--- src/rtl/dcache_refill_ctrl_if.sv ---
// rtl/dcache_refill_ctrl_if.sv - bus bundle between the refill controller and its neighbours
// Purpose: groups the miss request, store-hit request, memory read channel,
//          data-array write port and status signals of dcache_refill_ctrl.
// Modports:
//   master - the refill controller (drives readies, mem request, data-array writes, status)
//   slave  - the surrounding system (cache FSM, memory, data arrays)
interface dcache_refill_ctrl_if #(
  parameter int DATA_WIDTH   = 32,
  parameter int WAYS         = 4,
  parameter int INDEX_WIDTH  = 3,
  parameter int OFFSET_WIDTH = 5,
  parameter int ADDR_WIDTH   = 32
);
  localparam int WAY_W  = (WAYS > 1) ? $clog2(WAYS) : 1;
  localparam int STRB_W = DATA_WIDTH / 8;

  // Miss (refill) request
  logic                    miss_valid;
  logic                    miss_ready;
  logic [ADDR_WIDTH-1:0]   miss_addr;
  logic [WAY_W-1:0]        miss_way;
  // Store-hit write request
  logic                    hit_wr_valid;
  logic                    hit_wr_ready;
  logic [ADDR_WIDTH-1:0]   hit_wr_addr;
  logic [WAY_W-1:0]        hit_wr_way;
  logic [DATA_WIDTH-1:0]   hit_wr_data;
  logic [STRB_W-1:0]       hit_wr_strb;
  // Memory burst read
  logic                    mem_req_valid;
  logic                    mem_req_ready;
  logic [ADDR_WIDTH-1:0]   mem_req_addr;
  logic [7:0]              mem_req_len;
  logic                    mem_rsp_valid;
  logic                    mem_rsp_ready;
  logic [DATA_WIDTH-1:0]   mem_rsp_data;
  logic                    mem_rsp_last;
  // Data-array write port
  logic [WAYS-1:0]         da_wen;
  logic [INDEX_WIDTH-1:0]  da_waddr;
  logic [DATA_WIDTH-1:0]   da_wdata;
  logic                    da_wr_hit;
  logic [OFFSET_WIDTH-1:0] da_offset;
  logic [STRB_W-1:0]       da_strb;
  // Status
  logic                    busy;
  logic                    refill_done;
  logic                    refill_err;

  modport master (
    input  miss_valid, miss_addr, miss_way,
    input  hit_wr_valid, hit_wr_addr, hit_wr_way, hit_wr_data, hit_wr_strb,
    input  mem_req_ready, mem_rsp_valid, mem_rsp_data, mem_rsp_last,
    output miss_ready, hit_wr_ready,
    output mem_req_valid, mem_req_addr, mem_req_len, mem_rsp_ready,
    output da_wen, da_waddr, da_wdata, da_wr_hit, da_offset, da_strb,
    output busy, refill_done, refill_err
  );

  modport slave (
    output miss_valid, miss_addr, miss_way,
    output hit_wr_valid, hit_wr_addr, hit_wr_way, hit_wr_data, hit_wr_strb,
    output mem_req_ready, mem_rsp_valid, mem_rsp_data, mem_rsp_last,
    input  miss_ready, hit_wr_ready,
    input  mem_req_valid, mem_req_addr, mem_req_len, mem_rsp_ready,
    input  da_wen, da_waddr, da_wdata, da_wr_hit, da_offset, da_strb,
    input  busy, refill_done, refill_err
  );
endinterface

--- src/rtl/dcache_refill_ctrl.sv ---
// rtl/dcache_refill_ctrl.sv - serialises line refills and store-hit writes into the data arrays
// Purpose: accepts refill requests (burst read from memory, beats written in
//          shift-in mode) and single-word store hits (byte-masked merge mode),
//          driving a one-hot way enable into the per-way data arrays.
// Ports:
//   clk - rising-edge clock
//   rst - asynchronous active-high reset
//   bus - dcache_refill_ctrl_if.master: miss/hit requests, memory read
//         channel, data-array write port, busy/refill_done/refill_err
module dcache_refill_ctrl #(
  parameter int DATA_WIDTH   = 32,
  parameter int WORDS        = 8,
  parameter int WAYS         = 4,
  parameter int INDEX_WIDTH  = 3,
  parameter int OFFSET_WIDTH = 5,
  parameter int ADDR_WIDTH   = 32
) (
  input logic             clk,
  input logic             rst,
  dcache_refill_ctrl_if.master bus
);
  localparam int WAY_W  = (WAYS > 1) ? $clog2(WAYS) : 1;
  localparam int CNT_W  = $clog2(WORDS) + 1;
  localparam int STRB_W = DATA_WIDTH / 8;

  typedef enum logic [2:0] {
    IDLE  = 3'd0,
    REQ   = 3'd1,
    RECV  = 3'd2,
    DRAIN = 3'd3,
    DONE  = 3'd4
  } state_t;

  state_t                r_state;
  state_t                w_state_nxt;
  logic [ADDR_WIDTH-1:0] r_addr;
  logic [WAY_W-1:0]      r_way;
  logic [CNT_W-1:0]      r_cnt;
  logic                  r_err;

  logic w_miss_hs;
  logic w_beat_hs;
  logic w_cnt_full;

  assign w_cnt_full = (r_cnt == CNT_W'(WORDS - 1));

  // Low address bits of the miss and high bits of the store address are
  // intentionally unused; fold them here so the intent is explicit.
  logic w_unused_bits;
  assign w_unused_bits = ^{bus.miss_addr[OFFSET_WIDTH-1:0], bus.hit_wr_addr[1:0],
                           bus.hit_wr_addr[ADDR_WIDTH-1:OFFSET_WIDTH+INDEX_WIDTH]};

  always_ff @(posedge clk or posedge rst) begin
    if (rst) begin
      r_state <= IDLE;
    end else begin
      r_state <= w_state_nxt;
    end
  end

  always_comb begin
    w_state_nxt       = r_state;
    w_miss_hs         = 1'b0;
    w_beat_hs         = 1'b0;
    bus.miss_ready    = 1'b0;
    bus.hit_wr_ready  = 1'b0;
    bus.mem_req_valid = 1'b0;
    bus.mem_req_addr  = r_addr;
    bus.mem_req_len   = 8'(WORDS - 1);
    bus.mem_rsp_ready = 1'b0;
    bus.da_wen        = '0;
    bus.da_waddr      = '0;
    bus.da_wdata      = '0;
    bus.da_wr_hit     = 1'b0;
    bus.da_offset     = '0;
    bus.da_strb       = '0;
    bus.busy          = (r_state != IDLE);
    bus.refill_done   = 1'b0;
    bus.refill_err    = 1'b0;

    case (r_state)
      IDLE: begin
        bus.miss_ready   = 1'b1;
        // A pending miss always wins over a store hit.
        bus.hit_wr_ready = !bus.miss_valid;
        if (bus.miss_valid) begin
          w_miss_hs   = 1'b1;
          w_state_nxt = REQ;
        end else if (bus.hit_wr_valid) begin
          bus.da_wen    = WAYS'(1) << bus.hit_wr_way;
          bus.da_waddr  = bus.hit_wr_addr[OFFSET_WIDTH +: INDEX_WIDTH];
          bus.da_offset = {bus.hit_wr_addr[OFFSET_WIDTH-1:2], 2'b00};
          bus.da_wr_hit = 1'b1;
          bus.da_wdata  = bus.hit_wr_data;
          bus.da_strb   = bus.hit_wr_strb;
        end
      end
      REQ: begin
        bus.mem_req_valid = 1'b1;
        if (bus.mem_req_ready) w_state_nxt = RECV;
      end
      RECV: begin
        bus.mem_rsp_ready = 1'b1;
        if (bus.mem_rsp_valid) begin
          w_beat_hs     = 1'b1;
          bus.da_wen    = WAYS'(1) << r_way;
          bus.da_waddr  = r_addr[OFFSET_WIDTH +: INDEX_WIDTH];
          bus.da_wdata  = bus.mem_rsp_data;
          if (bus.mem_rsp_last)  w_state_nxt = DONE;
          else if (w_cnt_full)   w_state_nxt = DRAIN;
        end
      end
      DRAIN: begin
        bus.mem_rsp_ready = 1'b1;
        if (bus.mem_rsp_valid && bus.mem_rsp_last) w_state_nxt = DONE;
      end
      DONE: begin
        bus.refill_done = 1'b1;
        bus.refill_err  = r_err;
        w_state_nxt     = IDLE;
      end
      default: w_state_nxt = IDLE;
    endcase
  end

  always_ff @(posedge clk or posedge rst) begin
    if (rst) begin
      r_addr <= '0;
      r_way  <= '0;
      r_cnt  <= '0;
      r_err  <= 1'b0;
    end else begin
      if (w_miss_hs) begin
        r_addr <= {bus.miss_addr[ADDR_WIDTH-1:OFFSET_WIDTH], {OFFSET_WIDTH{1'b0}}};
        r_way  <= bus.miss_way;
        r_cnt  <= '0;
        r_err  <= 1'b0;
      end
      if (w_beat_hs) begin
        r_cnt <= r_cnt + 1'b1;
        // Error when last arrives early, or the line fills without last.
        if (bus.mem_rsp_last != w_cnt_full) r_err <= 1'b1;
      end
      if (r_state == DONE) r_err <= 1'b0;
    end
  end
endmodule

--- src/flat_wrapper.sv ---
// flat-port wrapper written by rule: the top's interface ports become plain ports
module dcache_refill_ctrl_flat 
#(
  parameter int DATA_WIDTH   = 32,
  parameter int WORDS        = 8,
  parameter int WAYS         = 4,
  parameter int INDEX_WIDTH  = 3,
  parameter int OFFSET_WIDTH = 5,
  parameter int ADDR_WIDTH   = 32
)
  (clk, rst, bus_miss_valid, bus_miss_addr, bus_miss_way, bus_hit_wr_valid, bus_hit_wr_addr, bus_hit_wr_way, bus_hit_wr_data, bus_hit_wr_strb, bus_mem_req_ready, bus_mem_rsp_valid, bus_mem_rsp_data, bus_mem_rsp_last, bus_miss_ready, bus_hit_wr_ready, bus_mem_req_valid, bus_mem_req_addr, bus_mem_req_len, bus_mem_rsp_ready, bus_da_wen, bus_da_waddr, bus_da_wdata, bus_da_wr_hit, bus_da_offset, bus_da_strb, bus_busy, bus_refill_done, bus_refill_err);
  dcache_refill_ctrl_if #(.DATA_WIDTH(DATA_WIDTH), .WAYS(WAYS), .INDEX_WIDTH(INDEX_WIDTH), .OFFSET_WIDTH(OFFSET_WIDTH), .ADDR_WIDTH(ADDR_WIDTH)) bus_i ();
  input logic clk;
  input logic rst;
  input wire logic [$bits(bus_i.miss_valid)-1:0] bus_miss_valid;
  input wire logic [$bits(bus_i.miss_addr)-1:0] bus_miss_addr;
  input wire logic [$bits(bus_i.miss_way)-1:0] bus_miss_way;
  input wire logic [$bits(bus_i.hit_wr_valid)-1:0] bus_hit_wr_valid;
  input wire logic [$bits(bus_i.hit_wr_addr)-1:0] bus_hit_wr_addr;
  input wire logic [$bits(bus_i.hit_wr_way)-1:0] bus_hit_wr_way;
  input wire logic [$bits(bus_i.hit_wr_data)-1:0] bus_hit_wr_data;
  input wire logic [$bits(bus_i.hit_wr_strb)-1:0] bus_hit_wr_strb;
  input wire logic [$bits(bus_i.mem_req_ready)-1:0] bus_mem_req_ready;
  input wire logic [$bits(bus_i.mem_rsp_valid)-1:0] bus_mem_rsp_valid;
  input wire logic [$bits(bus_i.mem_rsp_data)-1:0] bus_mem_rsp_data;
  input wire logic [$bits(bus_i.mem_rsp_last)-1:0] bus_mem_rsp_last;
  output wire logic [$bits(bus_i.miss_ready)-1:0] bus_miss_ready;
  output wire logic [$bits(bus_i.hit_wr_ready)-1:0] bus_hit_wr_ready;
  output wire logic [$bits(bus_i.mem_req_valid)-1:0] bus_mem_req_valid;
  output wire logic [$bits(bus_i.mem_req_addr)-1:0] bus_mem_req_addr;
  output wire logic [$bits(bus_i.mem_req_len)-1:0] bus_mem_req_len;
  output wire logic [$bits(bus_i.mem_rsp_ready)-1:0] bus_mem_rsp_ready;
  output wire logic [$bits(bus_i.da_wen)-1:0] bus_da_wen;
  output wire logic [$bits(bus_i.da_waddr)-1:0] bus_da_waddr;
  output wire logic [$bits(bus_i.da_wdata)-1:0] bus_da_wdata;
  output wire logic [$bits(bus_i.da_wr_hit)-1:0] bus_da_wr_hit;
  output wire logic [$bits(bus_i.da_offset)-1:0] bus_da_offset;
  output wire logic [$bits(bus_i.da_strb)-1:0] bus_da_strb;
  output wire logic [$bits(bus_i.busy)-1:0] bus_busy;
  output wire logic [$bits(bus_i.refill_done)-1:0] bus_refill_done;
  output wire logic [$bits(bus_i.refill_err)-1:0] bus_refill_err;
  assign bus_i.miss_valid = bus_miss_valid;
  assign bus_i.miss_addr = bus_miss_addr;
  assign bus_i.miss_way = bus_miss_way;
  assign bus_i.hit_wr_valid = bus_hit_wr_valid;
  assign bus_i.hit_wr_addr = bus_hit_wr_addr;
  assign bus_i.hit_wr_way = bus_hit_wr_way;
  assign bus_i.hit_wr_data = bus_hit_wr_data;
  assign bus_i.hit_wr_strb = bus_hit_wr_strb;
  assign bus_i.mem_req_ready = bus_mem_req_ready;
  assign bus_i.mem_rsp_valid = bus_mem_rsp_valid;
  assign bus_i.mem_rsp_data = bus_mem_rsp_data;
  assign bus_i.mem_rsp_last = bus_mem_rsp_last;
  assign bus_miss_ready = bus_i.miss_ready;
  assign bus_hit_wr_ready = bus_i.hit_wr_ready;
  assign bus_mem_req_valid = bus_i.mem_req_valid;
  assign bus_mem_req_addr = bus_i.mem_req_addr;
  assign bus_mem_req_len = bus_i.mem_req_len;
  assign bus_mem_rsp_ready = bus_i.mem_rsp_ready;
  assign bus_da_wen = bus_i.da_wen;
  assign bus_da_waddr = bus_i.da_waddr;
  assign bus_da_wdata = bus_i.da_wdata;
  assign bus_da_wr_hit = bus_i.da_wr_hit;
  assign bus_da_offset = bus_i.da_offset;
  assign bus_da_strb = bus_i.da_strb;
  assign bus_busy = bus_i.busy;
  assign bus_refill_done = bus_i.refill_done;
  assign bus_refill_err = bus_i.refill_err;
  dcache_refill_ctrl #(.DATA_WIDTH(DATA_WIDTH), .WORDS(WORDS), .WAYS(WAYS), .INDEX_WIDTH(INDEX_WIDTH), .OFFSET_WIDTH(OFFSET_WIDTH), .ADDR_WIDTH(ADDR_WIDTH)) u_core (.clk(clk), .rst(rst), .bus(bus_i));
endmodule
--- config.mk ---
export PLATFORM = sky130hd
export DESIGN_NAME = dcache_refill_ctrl_flat
export DESIGN_NICKNAME = d
export VERILOG_FILES = /design/src/rtl/dcache_refill_ctrl_if.sv /design/src/rtl/dcache_refill_ctrl.sv /design/src/flat_wrapper.sv
export SDC_FILE = /design/constraint.sdc
export NUM_CORES = 1
export LEC_CHECK = 0
export BUFFER_PORTS_ARGS = -buffer_cell sky130_fd_sc_hd__buf_2
export CAP_MARGIN = 30
export CELL_PAD_IN_SITES_DETAIL_PLACEMENT = 0
export CELL_PAD_IN_SITES_GLOBAL_PLACEMENT = 1
export CORE_MARGIN = 8
export CORE_UTILIZATION = 24
export CTS_BUF_LIST = sky130_fd_sc_hd__clkbuf_4
export DETAILED_ROUTE_END_ITERATION = 8
export HOLD_SLACK_MARGIN = 0.05
export PLACE_DENSITY_LB_ADDON = 0.1
export SYNTH_ARGS = -nofsm -noshare
export SYNTH_HDL_FRONTEND = slang
export SYNTH_SLANG_ARGS = --single-unit
--- constraint.sdc ---
create_clock -name clk -period 1.9 [get_ports clk]
set_input_delay 0.095 -clock clk [delete_from_list [all_inputs] [get_ports clk]]
set_output_delay 0.095 -clock clk [all_outputs]
set_load 0.005 [all_outputs]
==> impl_metrics.toml <==
[clocking]
htreeDepth = 2
cts_num_sinks = 37
clkLatencyLatePin_ns = 0.33
cts.path.max_buffers = 2
numCtsBuffers = 5
cts_tree = "done"
clk_pin_slew_worst_paths_ns = 0.11
root_buffer = "clkbuf_4"

[global_route]
met1_usage_pct = 16.7
grt_max_degree = 38
top_usage_layer = "met2"
grt_first_pass_wirelength_um = 14200
grt_use_met2_pct = 23.5
first_global_vias = 2542
overflow = 0
grt_antenna_before_repair = 0
track_usage_pct = 14.0
grt.met3_usage_pct = 5.41

[die]
ioPinCount = 239
die_w_um = 112
dieArea_um2 = 12500
fp.coreArea_um2 = 9060
start_util_pct = 24.3
die_h_um = 112
core.rowCount = 35

[critical_path]
cp.arrival_ns = 1.86
cp.depth = 7
r2r_start = "u_core.r_state[0]$_DFFE_PP0P_"
criticalPathCategory = "register to primary output"
cp-start-kind = "register"
crit_path_start = "u_core.r_state[0]$_DFFE_PP0P_"
critPathMaxStageDelay_ns = 0.46
worst_path_max_delay_cell = "dfrtp_2"
path_max_fanout = 11
path_buf_inv = 5
path_cells = "buf_6 > and4bb_4 > buf_6 > buf_12 > buf_12 > a22o_1 > buf_2"
reg2regPathDepth = 8
worstPathRequired_ns = 1.80
crit_family = "buffers and inverters"
end_kind = "primary output"

[placed_design]
hpwlAfterDp_um = 6820
io_buffers = 192
place_congestion = 0.796

[power]
leakage_nw = 2.09
seq_power_share_pct = 33.7
combPwrFrac_pct = 56.3
p_per_area_nw_per_um2 = 1060
p_total_mw = 4.10
power.switching_mw = 1.45
ir_drop_v = 0.000585
internal_power_mw = 2.65
p_clk_share_pct = 10.0
netSwitchingFraction_pct = 35.4

[final_layout]
fin_util_pct = 42.6
antenna_cells = 0
syn2layout_area_growth_pct = 74.8
mostFrequentLayoutCells = "buf_2 (192), a22o_1 (37), dfrtp_1 (36)"
drive_gt1_share_pct = 61.2
nets = 576
layout_commonest_cell = "buf_2"

[route]
wl_per_cell_um = 17.2
ant_nets = 0
drt_iter0_drc = 68
drt-pass1-iter-count = 4
drc = 0
viasPerCell = 4.40
dr_total_vias = 2391
routed_wl_um = 9340

[logic_synthesis]
synthCells = 193
ys_seq_elements = 37
mappedNetlistArea_um2 = 2210
syn_area_per_cell_um2 = 11.4
yosys_warnings = 0
ys_types = 36
ys_seq_area_share_pct = 42.0

[hold_path]
hold_path.class = "input pin to register"
min_from = "bus_mem_rsp_last"
hold_depth = 2

[sta]
final-hold-violation-count = 0
finalCritPeriodShare_pct = 103
fmax_mhz = 510
fin_crit_ns = 1.96
setup_ws_ns = -0.0598
rsz0062_at_grt = "yes"
finalClockSkew_ns = 0.00731
setup_viol = 34
drv_slew = 0
hold_slack_ns = 0.103

[outcome]
outcome = "finished, violations left"
failed_checks = "negative setup slack"

[job]
cap_violations = 0
metrics by stage:
step / std cells / setup WS (ns) / instance area, um2 / setup TNS, ns
after floorplan: 206 / 0.277 / 2260 / 0
after global placement: 488 / 0.0674 / 3230 / 0
after detailed placement: 488 / 0.0696 / 3230 / 0
after CTS: 538 / -0.117 / 3810 / -3.53
after global routing: 544 / -0.188 / 3860 / -5.94
final: 544 / -0.0598 / 3860 / -1.13
worst register-to-register path, delay by kind of cell, from the launching register on:
kind                   cells  cell delay, ns
DFF                        1            0.46
buffers and inverters      4            0.47
and+or+nand+nor            2            0.43
AOI/OAI and AO/OA          2            0.26
flip-flops by register name (all words and copies together), names as in the netlist:
signal	cells
u_core.r_state	3
u_core.r_way	2
u_core.bus.mem_req_addr	27
u_core.r_err	1
u_core.r_cnt	4
path summary, 6_finish.rpt:
path                                                            to  slack (ns)
min reg2reg                u_core.bus.mem_req_addr[30]$_DFFE_PP0P_        0.50
min                                  u_core.r_state[2]$_DFFE_PP0P_        0.10
max                                                bus_da_waddr[1]       -0.06
max reg2reg                            u_core.r_cnt[2]$_DFFE_PP0P_        0.16
max in group asynchronous            u_core.r_state[0]$_DFFE_PP0P_        1.11
min in group asynchronous  u_core.bus.mem_req_addr[24]$_DFFE_PP0P_        0.43
what timing repair did:
item	CTS	global route
hold buffers	31	0
gates cloned	3	1
endpoints found under the hold margin	67	0
pin swaps	3	5
gates resized for setup	10	8
buffers inserted	8	9
endpoints found under the setup margin	40	43
layer usage:
layer  up-vias  wire, um
met5         -         0
met4         0        42
met3         4       773
met2        91      4590
met1      1128      3940
li1       1168         -
cell usage after synthesis:
library cell,number,area [um2]
nor3b_1,2,15.0
and2b_1,1,7.51
a21boi_0,1,7.51
o21ai_0,4,20.0
conb_1,2,7.51
o32ai_1,2,17.5
ha_1,1,12.5
a21oi_1,2,10.0
dfrtp_1,37,926
buf_6,6,67.6
clkinv_4,1,8.76
and3_1,8,50.1
buf_4,17,128
and2_1,1,6.26
nand3b_1,1,7.51
nand2b_1,3,18.8
nand4b_1,1,8.76
nor2b_1,1,6.26
nor2_1,4,15.0
inv_1,7,26.3
or3_1,1,6.26
mux2_2,29,327
o311ai_1,1,8.76
nand2_1,4,15.0
nand3_1,2,10.0
a22o_1,37,324
o22ai_1,2,12.5
nor4_4,1,21.3
nor3_1,1,5.00
nand2_2,1,6.26
mux2i_1,1,10.0
and4bb_1,1,12.5
xnor2_1,2,17.5
buf_2,6,30.0
nor4b_4,1,23.8
mux2_1,1,11.3
area by class of cell:
| cell class | count | area, um2 |
|---|---|---|
| flip-flops and latches | 37 | 927 |
| repair buffers | 248 | 1600 |
| inverters | 8 | 35.0 |
| fillers | 894 | 5210 |
| clock inverters | 2 | 10.0 |
| multi-input cells | 132 | 1110 |
| clock buffers | 6 | 45.0 |
| well taps | 111 | 139 |
kinds of logic after synthesis:
group	after synthesis	share of synthesized area, %
compound gates	49	18.1
mux	31	15.8
other cells	2	0.340
buf+inv	37	11.8
fa+ha+maj	1	0.567
simple gates	34	10.7
flops	37	42.0
xor+xnor	2	0.794
power groups by stage:
stage | logic (mW) | registers, mW | clock network (mW)
final | 2.31 | 1.38 | 0.411
after detailed placement | 2.01 | 1.38 | 0
after global routing | 2.54 | 1.44 | 0.478
after CTS | 2.31 | 1.38 | 0.451
after global placement | 2.01 | 1.37 | 0
after floorplan | 1.14 | 1.38 | 0
Power figures use the tool's default switching activity.
